==> config.mk <==
export PLATFORM = sky130hd
export DESIGN_NAME = alu_sequencer_flat
export DESIGN_NICKNAME = d
export VERILOG_FILES = /design/src/rtl/alu_sequencer_if.sv /design/src/rtl/alu_sequencer.sv /design/src/flat_wrapper.sv
export SDC_FILE = /design/constraint.sdc
export NUM_CORES = 1
export LEC_CHECK = 0
export CAP_MARGIN = 20
export CORE_AREA = 4 4 99 101
export CTS_CLUSTER_DIAMETER = 120
export DETAILED_ROUTE_END_ITERATION = 6
export DIE_AREA = 0 0 103 105
export PLACE_DENSITY = 0.78
export SETUP_SLACK_MARGIN = 0.05
export SLEW_MARGIN = 10
export SYNTH_ARGS = -nofsm -noshare
export SYNTH_HDL_FRONTEND = slang
export SYNTH_SLANG_ARGS = --single-unit
export TNS_END_PERCENT = 50
==> constraint.sdc <==
create_clock -name clk -period 2.52 [get_ports clk]
set_input_delay 0.378 -clock clk [delete_from_list [all_inputs] [get_ports clk]]
set_output_delay 0.378 -clock clk [all_outputs]
set_load 0.05 [all_outputs]
==> src/rtl/alu_sequencer_if.sv <==
`default_nettype none
// ============================================================================
//  Module      : alu_sequencer_if
//  Description : Signal bundle between the ALU sequencer and its environment.
//                Carries the start strobe, the instruction ROM port, the ALU
//                operand/result port, status outputs and the debug read port.
//                master : sequencer side (drives ROM address, ALU operands,
//                         ALU_OP, Flags, Busy, Halted, Dbg_Data)
//                slave  : environment side (drives start, Instr_Data,
//                         ALU_Result, ALU_NZCV, Dbg_Sel)
//  Revision    : 1.0 - initial release
// ============================================================================
interface alu_sequencer_if #(
    parameter int ADDR_W = 4
);
    logic              start;       // begin execution at PC=0
    logic [ADDR_W-1:0] Instr_Addr;  // ROM address (= PC)
    logic [7:0]        Instr_Data;  // ROM data, combinational for Instr_Addr
    logic [7:0]        ALU_A;       // ALU operand A
    logic [7:0]        ALU_B;       // ALU operand B
    logic [2:0]        ALU_OP;      // ALU OP_Code, 000 outside EXEC
    logic [7:0]        ALU_Result;  // ALU result, combinational
    logic [3:0]        ALU_NZCV;    // ALU flags {N,Z,C,V}, combinational
    logic [3:0]        Flags;       // architectural NZCV register
    logic              Busy;        // executing (not IDLE/HALTED)
    logic              Halted;      // in HALTED
    logic [1:0]        Dbg_Sel;     // debug register select
    logic [7:0]        Dbg_Data;    // R[Dbg_Sel], combinational

    modport master (
        input  start, Instr_Data, ALU_Result, ALU_NZCV, Dbg_Sel,
        output Instr_Addr, ALU_A, ALU_B, ALU_OP, Flags, Busy, Halted, Dbg_Data
    );

    modport slave (
        output start, Instr_Data, ALU_Result, ALU_NZCV, Dbg_Sel,
        input  Instr_Addr, ALU_A, ALU_B, ALU_OP, Flags, Busy, Halted, Dbg_Data
    );
endinterface
`default_nettype wire

==> src/rtl/alu_sequencer.sv <==
`default_nettype none
// ============================================================================
//  Module      : alu_sequencer
//  Description : Multi-cycle control/datapath stage around an external 8-bit
//                ALU. Fetches 8-bit instructions from a combinational ROM,
//                decodes them, holds a 4x8 register file, drives the ALU
//                operands/OP_Code, writes results back and keeps an
//                architectural NZCV flags register.
//  Ports       : clk  - single clock, all state on the rising edge
//                rst  - asynchronous active-high reset
//                bus  - alu_sequencer_if.master (start, ROM port, ALU port,
//                       Flags/Busy/Halted status, debug register read)
//  Instruction : [7:5] op, [4:3] rd, [2:1] rs, [0] ignored
//                000..100 ALU op R[rd] <= R[rd] op R[rs], Flags <= NZCV
//                101 MOV  R[rd] <= R[rs]
//                110 LDI  R[rd] <= next ROM byte (two-byte instruction)
//                111 HALT
//  Revision    : 1.0 - initial release
// ============================================================================
module alu_sequencer #(
    parameter int ADDR_W = 4
) (
    input  wire logic           clk,
    input  wire logic           rst,
    alu_sequencer_if.master     bus
);

    // ------------------------------------------------------------------
    // Opcode constants
    // ------------------------------------------------------------------
    localparam logic [2:0] c_op_last_alu = 3'b100;
    localparam logic [2:0] c_op_mov      = 3'b101;
    localparam logic [2:0] c_op_ldi      = 3'b110;

    typedef enum logic [2:0] {
        S_IDLE   = 3'd0,
        S_FETCH  = 3'd1,
        S_DECODE = 3'd2,
        S_EXEC   = 3'd3,
        S_WB     = 3'd4,
        S_IMM    = 3'd5,
        S_HALTED = 3'd6
    } state_t;

    // ------------------------------------------------------------------
    // State
    // ------------------------------------------------------------------
    state_t            r_state;
    state_t            w_state_nxt;
    logic [ADDR_W-1:0] r_pc;
    logic [7:1]        r_ir;        // bit 0 of the instruction carries no meaning
    logic [7:0]        r_regs [4];
    logic [7:0]        r_opnd_a;
    logic [7:0]        r_opnd_b;
    logic [7:0]        r_res;
    logic [3:0]        r_nzcv;
    logic [3:0]        r_flags;

    // ------------------------------------------------------------------
    // Decode fields of the held instruction
    // ------------------------------------------------------------------
    logic [2:0] w_op;
    logic [1:0] w_rd;
    logic [1:0] w_rs;
    logic       w_op_is_alu;

    assign w_op        = r_ir[7:5];
    assign w_rd        = r_ir[4:3];
    assign w_rs        = r_ir[2:1];
    assign w_op_is_alu = (w_op <= c_op_last_alu);

    // ------------------------------------------------------------------
    // Control outputs of the FSM
    // ------------------------------------------------------------------
    logic [2:0] w_alu_op;
    logic       w_ir_load;
    logic       w_pc_inc;
    logic       w_pc_clr;
    logic       w_opnd_load;
    logic       w_res_load;
    logic       w_reg_we;
    logic [7:0] w_reg_wdata;
    logic       w_flags_we;

    // ------------------------------------------------------------------
    // FSM state register
    // ------------------------------------------------------------------
    always_ff @(posedge clk or posedge rst) begin
        if (rst) begin
            r_state <= S_IDLE;
        end else begin
            r_state <= w_state_nxt;
        end
    end

    // ------------------------------------------------------------------
    // FSM next-state and control decode
    // ------------------------------------------------------------------
    always_comb begin
        w_state_nxt = r_state;
        w_alu_op    = 3'b000;
        w_ir_load   = 1'b0;
        w_pc_inc    = 1'b0;
        w_pc_clr    = 1'b0;
        w_opnd_load = 1'b0;
        w_res_load  = 1'b0;
        w_reg_we    = 1'b0;
        w_reg_wdata = 8'h00;
        w_flags_we  = 1'b0;

        case (r_state)
            // start is only honoured while not busy; a restart from HALTED
            // keeps registers and Flags, only the PC returns to 0.
            S_IDLE, S_HALTED: begin
                if (bus.start) begin
                    w_pc_clr    = 1'b1;
                    w_state_nxt = S_FETCH;
                end
            end

            S_FETCH: begin
                w_ir_load   = 1'b1;
                w_pc_inc    = 1'b1;
                w_state_nxt = S_DECODE;
            end

            S_DECODE: begin
                w_opnd_load = 1'b1;
                if (w_op_is_alu) begin
                    w_state_nxt = S_EXEC;
                end else if (w_op == c_op_mov) begin
                    w_state_nxt = S_WB;
                end else if (w_op == c_op_ldi) begin
                    w_state_nxt = S_IMM;
                end else begin
                    w_state_nxt = S_HALTED;
                end
            end

            // Only ALU instructions ever reach EXEC; the guard keeps the
            // non-ALU opcodes off ALU_OP regardless.
            S_EXEC: begin
                w_alu_op    = w_op_is_alu ? w_op : 3'b000;
                w_res_load  = 1'b1;
                w_state_nxt = S_WB;
            end

            // MOV skips the ALU and writes the latched source operand.
            S_WB: begin
                w_reg_we    = 1'b1;
                w_reg_wdata = (w_op == c_op_mov) ? r_opnd_b : r_res;
                w_flags_we  = w_op_is_alu;
                w_state_nxt = S_FETCH;
            end

            // Second byte of LDI sits at the already-incremented PC.
            S_IMM: begin
                w_reg_we    = 1'b1;
                w_reg_wdata = bus.Instr_Data;
                w_pc_inc    = 1'b1;
                w_state_nxt = S_FETCH;
            end

            default: begin
                w_state_nxt = S_IDLE;
            end
        endcase
    end

    // ------------------------------------------------------------------
    // Datapath registers
    // ------------------------------------------------------------------
    always_ff @(posedge clk or posedge rst) begin
        if (rst) begin
            r_pc     <= '0;
            r_ir     <= '0;
            r_opnd_a <= 8'h00;
            r_opnd_b <= 8'h00;
            r_res    <= 8'h00;
            r_nzcv   <= 4'h0;
            r_flags  <= 4'h0;
            for (int i = 0; i < 4; i++) begin
                r_regs[i] <= 8'h00;
            end
        end else begin
            // PC is ADDR_W wide, so the increment wraps naturally.
            if (w_pc_clr) begin
                r_pc <= '0;
            end else if (w_pc_inc) begin
                r_pc <= r_pc + 1'b1;
            end

            if (w_ir_load) begin
                r_ir <= bus.Instr_Data[7:1];
            end

            // With rd == rs both latches capture the same register.
            if (w_opnd_load) begin
                r_opnd_a <= r_regs[w_rd];
                r_opnd_b <= r_regs[w_rs];
            end

            if (w_res_load) begin
                r_res  <= bus.ALU_Result;
                r_nzcv <= bus.ALU_NZCV;
            end

            if (w_reg_we) begin
                r_regs[w_rd] <= w_reg_wdata;
            end

            if (w_flags_we) begin
                r_flags <= r_nzcv;
            end
        end
    end

    // ------------------------------------------------------------------
    // Outputs
    // ------------------------------------------------------------------
    assign bus.Instr_Addr = r_pc;
    assign bus.ALU_A      = r_opnd_a;
    assign bus.ALU_B      = r_opnd_b;
    assign bus.ALU_OP     = w_alu_op;
    assign bus.Flags      = r_flags;
    assign bus.Busy       = (r_state != S_IDLE) && (r_state != S_HALTED);
    assign bus.Halted     = (r_state == S_HALTED);
    assign bus.Dbg_Data   = r_regs[bus.Dbg_Sel];

endmodule
`default_nettype wire

==> src/flat_wrapper.sv <==
// flat-port wrapper written by rule: the top's interface ports become plain ports
module alu_sequencer_flat 
#(
    parameter int ADDR_W = 4
)
  (clk, rst, bus_start, bus_Instr_Data, bus_ALU_Result, bus_ALU_NZCV, bus_Dbg_Sel, bus_Instr_Addr, bus_ALU_A, bus_ALU_B, bus_ALU_OP, bus_Flags, bus_Busy, bus_Halted, bus_Dbg_Data);
  alu_sequencer_if #(.ADDR_W(ADDR_W)) bus_i ();
  input  wire logic clk;
  input  wire logic rst;
  input wire logic [$bits(bus_i.start)-1:0] bus_start;
  input wire logic [$bits(bus_i.Instr_Data)-1:0] bus_Instr_Data;
  input wire logic [$bits(bus_i.ALU_Result)-1:0] bus_ALU_Result;
  input wire logic [$bits(bus_i.ALU_NZCV)-1:0] bus_ALU_NZCV;
  input wire logic [$bits(bus_i.Dbg_Sel)-1:0] bus_Dbg_Sel;
  output wire logic [$bits(bus_i.Instr_Addr)-1:0] bus_Instr_Addr;
  output wire logic [$bits(bus_i.ALU_A)-1:0] bus_ALU_A;
  output wire logic [$bits(bus_i.ALU_B)-1:0] bus_ALU_B;
  output wire logic [$bits(bus_i.ALU_OP)-1:0] bus_ALU_OP;
  output wire logic [$bits(bus_i.Flags)-1:0] bus_Flags;
  output wire logic [$bits(bus_i.Busy)-1:0] bus_Busy;
  output wire logic [$bits(bus_i.Halted)-1:0] bus_Halted;
  output wire logic [$bits(bus_i.Dbg_Data)-1:0] bus_Dbg_Data;
  assign bus_i.start = bus_start;
  assign bus_i.Instr_Data = bus_Instr_Data;
  assign bus_i.ALU_Result = bus_ALU_Result;
  assign bus_i.ALU_NZCV = bus_ALU_NZCV;
  assign bus_i.Dbg_Sel = bus_Dbg_Sel;
  assign bus_Instr_Addr = bus_i.Instr_Addr;
  assign bus_ALU_A = bus_i.ALU_A;
  assign bus_ALU_B = bus_i.ALU_B;
  assign bus_ALU_OP = bus_i.ALU_OP;
  assign bus_Flags = bus_i.Flags;
  assign bus_Busy = bus_i.Busy;
  assign bus_Halted = bus_i.Halted;
  assign bus_Dbg_Data = bus_i.Dbg_Data;
  alu_sequencer #(.ADDR_W(ADDR_W)) u_core (.clk(clk), .rst(rst), .bus(bus_i));
endmodule
==> results.cfg, run 1 <==
[sta]
rsz0062_at_grt = yes
min_period_ps = 2370
finalCritPeriodShare_pct = 93.9
fmax_mhz = 423
finalHoldViolCount = 0
setup_viol = 0
worst_pin_slew_ps = 751
maxSlewHeadroom_pct = 49.9
skew_ps = 8.03
setup_tns_ps = 0
drv_slew = 0

[layout]
mostFrequentLayoutCell = dfrtp_1
multi_input_area_mm2 = 0.00190
nFillCells = 752
fin_nets = 392
area_growth_pct = 23.4
register_area_mm2 = 0.00195
final_cell_mix = 78 x dfrtp_1, 48 x clkdlybuf4s50_1, 39 x mux2_2, 35 x nor2_1, 32 x a31oi_1
drive_above_1_share_pct = 30.7
final_core_utilization_pct = 54.4
diodes = 0

[synth]
synthTopCellsByArea = dfrtp_1 49%, mux4_2 14%, mux2_2 11%, a31oi_1 5.0%, nor2_1 3.3%
syn-cell-area_mm2 = 0.00398
yosysSeqAreaShare_pct = 49.1
synth_cell_types = 41
yosys.area.top_type = dfrtp_1
synth-seq-cells = 78
syn_inst = 308
synth_top_area_share_pct = 49.1
ys_warn_count = 0
syn_area_per_cell_um2 = 12.9
syn_nets = 334

[grt]
grt_pass1_wl_um = 15400
grt.total_usage_pct = 18.4
gr-total-overflow = 0
grt_pass1_vias = 2860
grt_max_degree = 61
antenna_found_initial = 0

[routing]
antenna_left = 0
drt_pass1_iterations = 5
via_count = 2886
top_layer_used = met4
met3_wirelength_um = 690
wl_met2_um = 4560
viasPerCell = 5.99
wl_met1_um = 3990
totalWireLength_um = 9310
drc = 0
wl_per_cell_um = 19.3
initialDrtViolationCount = 149

[worst_setup_path]
arrival_ps = 1990
path_class = flop to output port
start_kind = flop
crit_path_end_kind = output port
cp_max_fo = 10
required_ps = 2140

[clock_tree]
post-cts-setup-buffer-count = 0
tritoncts = yes
worstSkewPairLatency_ps = 360
numClockSinks = 78
cts_root_buf = clkbuf_8
htreeDepth = 3
holdBufCountCts = 0
cts_made_buffers = 9
path_clk_slew_ps = 90
cts-resized-gates = 0
cts_buffer_depth = 2

[place]
hpwl_um = 6530
portBuffers = 61
routabilityCongestion = 0.814

[min_path]
min_path_type = input pin to async pin

[job]
maxCapViolations = 0

[floorplanning]
die-area_mm2 = 0.0108
die_w_um = 103
fp.dieH_um = 105
core_area_mm2 = 0.00902
start_util_pct = 44.1
pin_count = 62
fp-row-count = 35

[power]
p_leak_nw = 1.86
p_per_area_mw_per_mm2 = 1470
power_mw = 7.23
ir_drop_mv = 0.629

[status]
status = finished clean
==> logic make-up (layout without fill, tap and decap cells) <==
| logic type | Yosys count | in the layout | synth area share, % |
|---|---|---|---|
| flops | 78 | 78 | 49.1 |
| simple gates | 78 | 78 | 12.2 |
| mux | 64 | 64 | 24.9 |
| compound gates | 56 | 56 | 9.25 |
| buf+inv | 29 | 92 | 3.75 |
| xor+xnor | 2 | 2 | 0.441 |
| fa+ha+maj | 1 | 1 | 0.315 |
==> path summary, 6_finish.rpt <==
check	slack, ps	to	from	cells after the start
max in group asynchronous	1520	u_core.bus.ALU_B[0]	rst	3
hold reg to reg	510	u_core.r_nzcv[1]	u_core.r_nzcv[1]	1
setup / recovery	150	bus_ALU_OP[1]	u_core.r_state[1]	3
setup reg to reg	600	u_core.r_regs[4]	u_core.r_ir[3]	3
min in group clk	510	u_core.r_nzcv[1]	u_core.r_nzcv[1]	1
hold / removal	330	u_core.r_state[1]	rst	2
==> cell type report <==
type | count | share of cell area, %
clock inverter | 7 | 1.33
multi-input combinational | 201 | 38.7
sequential | 78 | 39.8
tap | 111 | 2.83
inverter | 4 | 0.306
timing repair buffer | 72 | 14.5
clock buffer | 9 | 2.53
==> stage by stage <==
step                setup slack [ps]  instances  hold slack [ps]  instance area [µm²]
CTS                              120        482              340                 4900
global placement                 357        466              482                 4710
floorplan                       19.5        308              475                 3980
finish                           154        482              335                 4900
global route                    29.1        482              369                 4900
detailed placement               334        466              490                 4710
==> worst max-delay path, cell delays in order, from the launching register on <==
cell	delay, ps
dfrtp_1	510
nand3b_1	430
nor3b_1	490
buf_12	190
==> sequential cells by signal, indices dropped and copies added (netlist names) <==
name,flops
u_core.bus.ALU_A,8
u_core.bus.ALU_B,8
u_core.bus.Flags,4
u_core.bus.Instr_Addr,4
u_core.r_ir,7
u_core.r_nzcv,4
u_core.r_regs,32
u_core.r_res,8
u_core.r_state,3
==> power by group <==
group	total [mW]	internal [mW]	switching, mW	leakage (nW)
Clock	0.907	0.381	0.526	0.0943
Sequential	2.62	1.87	0.756	0.886
Combinational	3.70	1.78	1.92	0.882
Total	7.23	4.03	3.20	1.86
==> cell usage after synthesis (all sizes together) <==
cell and instances:
ha 1, nand2 13, and4b 1, nor2 35
nor4bb 2, nand4 1, o311a 1, xnor2 1
clkbuf 7, inv 4, xor2 1, a221o 1
mux4 24, o21a 1, nand3 1, o2bb2ai 1
a221oi 1, or3b 1, o21ai 3, nor3b 5
nand4bb 8, a211oi 3, nand2b 4, nand3b 2
and3b 3, mux2i 1, buf 18, o211ai 8
a31oi 32, mux2 39, a21oi 5, nor4b 2
dfrtp 78
==> routing by layer <==
layer	vias up	global-route usage [%]
li1	1289	-
met1	1465	25.4
met2	123	28.6
met3	9	5.47
met4	0	4.35
met5	-	0
Power figures use the tool's default switching activity.
==> run 2, diff against run 1 <==
- CTS_CLUSTER_DIAMETER: 120 -> unset
==> results of run 2 <==
No change in the layout: final DEF, timing and power equal those of run 1.
